--- src/rtl/alu_shift_pkg.sv ---
// Shared encodings for the sequential shifter: shift modes and FSM states.
// Latency: n/a (types only).
// Backpressure: n/a.
package alu_shift_pkg;

  // Shift mode encodings as seen on the mode port
  typedef enum logic [1:0] {
    LOGIC  = 2'b00,
    ARITH  = 2'b01,
    ROTATE = 2'b10,
    RSVD   = 2'b11
  } shift_mode_e;

  // Sequencer FSM states
  typedef enum logic [1:0] {
    IDLE  = 2'b00,
    SHIFT = 2'b01,
    DONE  = 2'b10
  } seq_state_e;

endpackage

--- src/rtl/shift_step.sv ---
// Single 1-bit shift of a word (logical / arithmetic / optional rotate), purely combinational.
// Latency: 0 cycles.
// Backpressure: none; SHIFT_SEQ_ROTATE_EN enables rotate feedback for mode ROTATE, otherwise it shifts logically.
module shift_step
  import alu_shift_pkg::*;
#(
  parameter int WIDTH = 16
) (
  input  logic [WIDTH-1:0] word_i,
  input  logic             right_i,
  input  shift_mode_e      mode_i,
  output logic [WIDTH-1:0] word_o,
  output logic             out_bit_o
);

  logic fill;

  // Pick the bit leaving the word and the bit entering the vacated end
  always_comb begin
    fill      = 1'b0;
    word_o    = word_i;
    out_bit_o = 1'b0;
    if (right_i) begin
      out_bit_o = word_i[0];
      if (mode_i == ARITH) begin
        fill = word_i[WIDTH-1];
      end
`ifdef SHIFT_SEQ_ROTATE_EN
      else if (mode_i == ROTATE) begin
        fill = word_i[0];
      end
`endif
      word_o = {fill, word_i[WIDTH-1:1]};
    end else begin
      out_bit_o = word_i[WIDTH-1];
`ifdef SHIFT_SEQ_ROTATE_EN
      if (mode_i == ROTATE) begin
        fill = word_i[WIDTH-1];
      end
`endif
      word_o = {word_i[WIDTH-2:0], fill};
    end
  end

endmodule

--- src/rtl/shift_seq_ctrl.sv ---
// Sequential shifter: shifts a captured operand one bit per cycle under an IDLE/SHIFT/DONE FSM.
// Latency: amount+1 cycles from the accepted start edge to the done pulse (1 cycle for amount=0).
// Backpressure: start is ignored while busy; results hold until the next accepted start. Macro: SHIFT_SEQ_ROTATE_EN.
module shift_seq_ctrl
  import alu_shift_pkg::*;
#(
  parameter int WIDTH = 16,
  parameter int CNT_W = 4
) (
  input  logic             clk,
  input  logic             rst_n,
  input  logic             start,
  input  logic [WIDTH-1:0] operand,
  input  logic [CNT_W-1:0] amount,
  input  logic             right,
  input  logic [1:0]       mode,
  output logic             busy,
  output logic             done,
  output logic [WIDTH-1:0] result,
  output logic             carry,
  output logic             zero
);

  seq_state_e       state_q, state_d;
  logic [CNT_W-1:0] cnt_q, cnt_d;
  logic [WIDTH-1:0] work_q, work_d;
  logic             carry_q, carry_d;
  logic             right_q, right_d;
  shift_mode_e      mode_q, mode_d;

  logic [WIDTH-1:0] step_word;
  logic             step_bit;
  logic             accept;

  // A new request is taken whenever the sequencer is not mid-shift
  assign accept = start && (state_q != SHIFT);

  shift_step #(
    .WIDTH (WIDTH)
  ) u_step (
    .word_i    (work_q),
    .right_i   (right_q),
    .mode_i    (mode_q),
    .word_o    (step_word),
    .out_bit_o (step_bit)
  );

  // State and datapath registers; reset clears everything immediately
  always_ff @(posedge clk or negedge rst_n) begin
    if (!rst_n) begin
      state_q <= IDLE;
      cnt_q   <= '0;
      work_q  <= '0;
      carry_q <= 1'b0;
      right_q <= 1'b0;
      mode_q  <= LOGIC;
    end else begin
      state_q <= state_d;
      cnt_q   <= cnt_d;
      work_q  <= work_d;
      carry_q <= carry_d;
      right_q <= right_d;
      mode_q  <= mode_d;
    end
  end

  // Next FSM state
  always_comb begin
    state_d = state_q;
    case (state_q)
      IDLE, DONE: begin
        if (start) begin
          state_d = (amount != '0) ? SHIFT : DONE;
        end else begin
          state_d = IDLE;
        end
      end
      SHIFT: begin
        if (cnt_q == CNT_W'(1)) begin
          state_d = DONE;
        end
      end
      default: state_d = IDLE;
    endcase
  end

  // Capture on accept, otherwise step the working register while shifting
  always_comb begin
    cnt_d   = cnt_q;
    work_d  = work_q;
    carry_d = carry_q;
    right_d = right_q;
    mode_d  = mode_q;
    if (accept) begin
      cnt_d   = amount;
      work_d  = operand;
      carry_d = 1'b0;
      right_d = right;
      mode_d  = shift_mode_e'(mode);
    end else if (state_q == SHIFT) begin
      cnt_d   = cnt_q - CNT_W'(1);
      work_d  = step_word;
      carry_d = step_bit;
    end
  end

  // Moore outputs; zero follows result combinationally
  always_comb begin
    busy   = (state_q == SHIFT);
    done   = (state_q == DONE);
    result = work_q;
    carry  = carry_q;
    zero   = ~|work_q;
  end

endmodule

--- config.mk ---
export PLATFORM = sky130hd
export DESIGN_NAME = shift_seq_ctrl
export DESIGN_NICKNAME = d
export VERILOG_FILES = /design/src/rtl/alu_shift_pkg.sv /design/src/rtl/shift_step.sv /design/src/rtl/shift_seq_ctrl.sv
export SDC_FILE = /design/constraint.sdc
export NUM_CORES = 1
export LEC_CHECK = 0
export BUFFER_PORTS_ARGS = -buffer_cell sky130_fd_sc_hd__buf_2
export CAP_MARGIN = 30
export CELL_PAD_IN_SITES_DETAIL_PLACEMENT = 1
export CELL_PAD_IN_SITES_GLOBAL_PLACEMENT = 1
export CORE_AREA = 10 10 71 73
export DETAILED_ROUTE_END_ITERATION = 8
export DIE_AREA = 0 0 81 83
export HOLD_SLACK_MARGIN = 0.1
export PLACE_DENSITY = 0.85
export SETUP_SLACK_MARGIN = 0.1
export SLEW_MARGIN = 20
export SYNTH_ARGS = -nofsm -noshare
export SYNTH_HDL_FRONTEND = slang
export SYNTH_SLANG_ARGS = --single-unit
--- constraint.sdc ---
create_clock -name clk -period 2.95 [get_ports clk]
set_clock_uncertainty 0.15 [all_clocks]
set_input_delay 0.4425 -clock clk [delete_from_list [all_inputs] [get_ports clk]]
set_output_delay 0.4425 -clock clk [all_outputs]
set_load 0.02 [all_outputs]
==> After elaboration in Yosys (flattened, before gate mapping) <==
Cells that the tools add are included.
Widths: inputs -> output; s select.
{ "classes": {"muxes": 13, "n_reduce_logical": 8, "n_addsub": 1, "eq_ne": 7} }
{ "op_table": {"columns": ["operator", "count"], "rows": [
  ["$mux 16", 3],
  ["$reduce_or 16->1", 1],
  ["$mux 4", 2],
  ["$mux 2", 3],
  ["$eq 2x1->1 const B", 2],
  ["$eq 4x1->1 const B", 1],
  ["$mux 1", 4],
  ["$ne 2x1->1 const B", 2],
  ["$pmux 2 s2", 1],
  ["$reduce_bool 4->1", 1],
  ["$sub 4x1->4 const B", 1],
  ["$ne 3x3->1 const B", 1],
  ["$eq 2x2->1 const B", 1],
  ["$logic_not 2->1", 1],
  ["$reduce_and 2->1", 1],
  ["$reduce_bool 2->1", 1],
  ["$reduce_or 2->1", 1],
  ["$logic_and 1x1->1", 1],
  ["$logic_not 1->1", 1]
]} }
{ "word_totals": {"inputBits": 26, "wordCells": 36, "register_bits": 26, "out_inout_bits": 20} }

==> Longest topological paths before layout <==
{ "depth": {"depth_word": 5, "depth_mapped": 6, "mapped_depth_nobuf": 5} }

==> Modules after synthesis <==
From an unflattened synthesis, not the netlist that was laid out.
{ "hier_totals": {"cells_unflattened": 141, "hier_area_um2": 1529.0} }
{ "modules_own_cells": {"columns": ["mod", "instances", "area_each_um2", "cells_each"], "rows": [
  ["shift_seq_ctrl", 1, 1277.5, 120],
  ["shift_step", 1, 251.5, 21]
]} }

==> Least setup slack after synthesis <==
No wires, ideal clock.
{ "synth_path": {"kind": "flip-flop to output port", "startpoint": "register work_q[14], in the netlist result[14]", "endpoint": "output zero", "path_slack_ns": 1.310, "path_stages_with_launch": 3, "n_path_buf": 0, "required_ns": 2.358, "t_arrival_ns": 1.047, "cell_sequence": "dfrtp_1 nor4_1 and4_1"} }
{ "synth_between": {"elab_chain_len": 2} }
{ "synth_lines": {"columns": ["item", "line_no", "rtl"], "rows": [
  ["start, declared", "shift_seq_ctrl.sv:26", "logic [WIDTH-1:0] work_q, work_d;"],
  ["start signal, assigned", "shift_seq_ctrl.sv:60", "work_q <= work_d;"],
  ["$reduce_or 16->1", "shift_seq_ctrl.sv:113", "zero = ~|work_q;"],
  ["$logic_not 1->1", "shift_seq_ctrl.sv:113", null],
  ["end, declared", "shift_seq_ctrl.sv:21", "output logic zero"]
]} }
No other way between the ends.

==> Final worst setup path <==
{ "layout_path": {"startpoint": "register state_q[0]", "endpoint": "output busy"} }
{ "layout_between": {"elab_chain_len": 1} }
{ "layout_lines": {"columns": ["item", "line_no", "rtl"], "rows": [
  ["start, declared", "shift_seq_ctrl.sv:24", "seq_state_e state_q, state_d;"],
  ["start signal, assigned", "shift_seq_ctrl.sv:58", "state_q <= state_d;"],
  ["$eq 2x1->1", "shift_seq_ctrl.sv:109", "busy = (state_q == SHIFT);"],
  ["end, declared", "shift_seq_ctrl.sv:17", "output logic busy,"]
]} }
No other way between the ends.

==> metrics.yaml <==
timing:
  report.final.hold_viol_count: 0
  setup_viol: 0
  finalSetupTns_ps: 0
  rsz0062_at_grt: "false"
  fmax_mhz: 443
  setup_slack_ps: 692
  hold-worst-slack_ps: 253
  fin_crit_ps: 2260
  period_share_pct: 76.5
  maxSlewHeadroom_pct: 39.5
  max_slew.worst_pin.slew_ps: 908
  slew_violations: 0
floorplan:
  die_area_um2: 6720
  die_y_um: 83
  start_util_pct: 40.4
  core_um2: 3630
  io_pins: 46
  num_rows: 22
  fp.dieW_um: 81
routing:
  vias_per_cell: 5.49
  ant_nets: 0
  drt_drc_violations_left: 0
  wl_per_cell_um: 17.8
  vias: 1252
  dr.first_iter.drc_count: 71
  first_pass_iters: 4
  wl_um: 4060
synth:
  yosysWarnings: 0
  synth_fp_nets: 168
  synth_commonest_cells: "dfrtp_1 (26), a21oi_1 (16), mux2i_1 (16)"
  seq_area_frac_synth_pct: 44.3
  syn_area_um2: 1470
  netlist.area_leader.share_pct: 44.3
  async_flop_share_pct: 100
  ys_types: 30
  netlist_instances: 140
  synth-seq-cells: 26
  avgSynthCellArea_um2: 10.5
  synth-edff-count: 0
  synth_most_common_cell: "dfrtp_1"
  ys.flop_type: "dfrtp_1"
  synth_area_leaders: "dfrtp_1 (44%), mux2i_1 (11%), a211oi_1 (7.7%)"
  synth_area_leader_cell: "dfrtp_1"
critical_path:
  worstPathRequired_ps: 2360
  crit_arrival_ps: 1670
  critical_path_class: "reg2out"
  critPathMaxFanout: 17
  startpoint_type: "flip-flop"
  critPathCaptureType: "output pin"
finish:
  diodes: 0
  fin_util_pct: 48.5
  final_area_um2: 1760
  post_route_cells_drive_above_1_share_pct: 31.7
  layout.nets: 209
  synthToLayoutAreaGrowth_pct: 20.0
grt:
  grt_pass1_vias: 1332
  grt_antenna_before_repair: 0
  overflow: 0
  grt_max_degree: 34
  grt_usage_pct: 12.1
  grt_pass1_wl_um: 6690
power:
  power_density_nw_per_um2: 1140
  leakagePower_uw: 0.000835
  ir_worst_vdd_mv: 0.372
placement:
  hpwl_um: 3070
  dp_slack_ps: 981
  routabilityCongestion: 0.762
  post_dp_cell_area_um2: 1700
  io_buffers: 45
cts:
  cts.sinks: 26
  cts_root_buf: "clkbuf_8"
  postCtsSetupRepairBufs: 0
  cts.clk_slew.worst_paths_ps: 90
  clk_latency_ps: 260
  cts_buffers: 3
  clockBufferDepth: 2
  htreeDepth: 1
  cts_tree: "done"
job:
  maxCapViolations: 0
min_path:
  hold_path.class: "in2reg"
status:
  status: "finished clean"
==> layer usage <==
metal	vias to the layer above	global-route usage (%)	share of wire, %
met4	0	4.38	1.8
met1	625	14.3	41
met2	27	20.2	51
met3	4	3.23	6.7
li1	596	-	-
met5	-	0	0
==> metrics by stage <==
| stage | cells | power (µW) |
|---|---|---|
| after floorplan | 140 | 1480 |
| after global placement | 223 | 1720 |
| after detailed placement | 223 | 1800 |
| after CTS | 228 | 2030 |
| after global routing | 228 | 2190 |
| final | 228 | 2010 |
==> critical path, stage by stage (launching register included) <==
cell and delay, ps:
dfrtp_1 420, nand2b_1 510, inv_2 240, buf_2 230
==> sequential cells by signal, indices dropped and copies added (netlist names) <==
register	flops
carry	1
cnt_q	4
mode_q	2
result	16
right_q	1
state_q	2
==> cells in the final DEF (no fill, tap or decap), drive strengths merged, types with 2 or more instances in the layout <==
| cell | Yosys | layout |
|---|---|---|
| a211oi | 15 | 15 |
| a21oi | 16 | 16 |
| and2b | 7 | 7 |
| buf | 9 | 46 |
| clkbuf | 2 | 4 |
| dfrtp | 26 | 26 |
| ha | 2 | 2 |
| inv | 4 | 4 |
| mux2 | 5 | 5 |
| mux2i | 16 | 16 |
| nand2 | 5 | 5 |
| nand2b | 2 | 2 |
| nand3 | 3 | 3 |
| nor2b | 9 | 9 |
| nor4 | 5 | 5 |
| o211a | 2 | 2 |
| o21ai | 2 | 2 |
| o221a | 2 | 2 |
==> where the power goes <==
group          total [µW]  switching [µW]  internal (µW)
logic                 981             550            431
registers             802             263            539
clock network         229             110            119
==> kinds of logic (layout without fill, tap and decap cells) <==
kind of cell	Yosys count	in the layout	share of synthesized area [%]
AOI/OAI and AO/OA	40	40	18.3
adders and majority gates	2	2	1.70
buffers and inverters	15	55	5.37
DFF	26	26	44.3
muxes	21	21	15.3
and+or+nand+nor	36	36	15.0
==> layout make-up <==
| type | count | area (µm²) |
|---|---|---|
| multi-input combinational | 99 | 738 |
| fill | 426 | 1870 |
| clock buffer | 4 | 55.1 |
| sequential | 26 | 651 |
| inverter | 4 | 15.0 |
| tap | 48 | 60.1 |
| timing repair buffer | 47 | 243 |
==> worst paths after layout <==
path | startpoint | end | slack (ps) | depth (start not counted)
max in group asynchronous | rst_n | result[0]$_DFFE_PN0P_ | 1700 | 2
max | state_q[0]$_DFFE_PN0P_ | busy | 690 | 3
min in group asynchronous | rst_n | result[3]$_DFFE_PN0P_ | 560 | 2
max reg2reg | state_q[0]$_DFFE_PN0P_ | cnt_q[3]$_DFFE_PN0P_ | 960 | 4
min | mode[0] | mode_q[0]$_DFFE_PN0P_ | 250 | 2
min reg2reg | cnt_q[0]$_DFFE_PN0P_ | cnt_q[0]$_DFFE_PN0P_ | 360 | 1
==> timing repair <==
action / in CTS / in global routing
resized for setup: 0 / 0
endpoints found under the hold margin: 26 / 0
hold buffers: 1 / 0
Power figures use the tool's default switching activity.
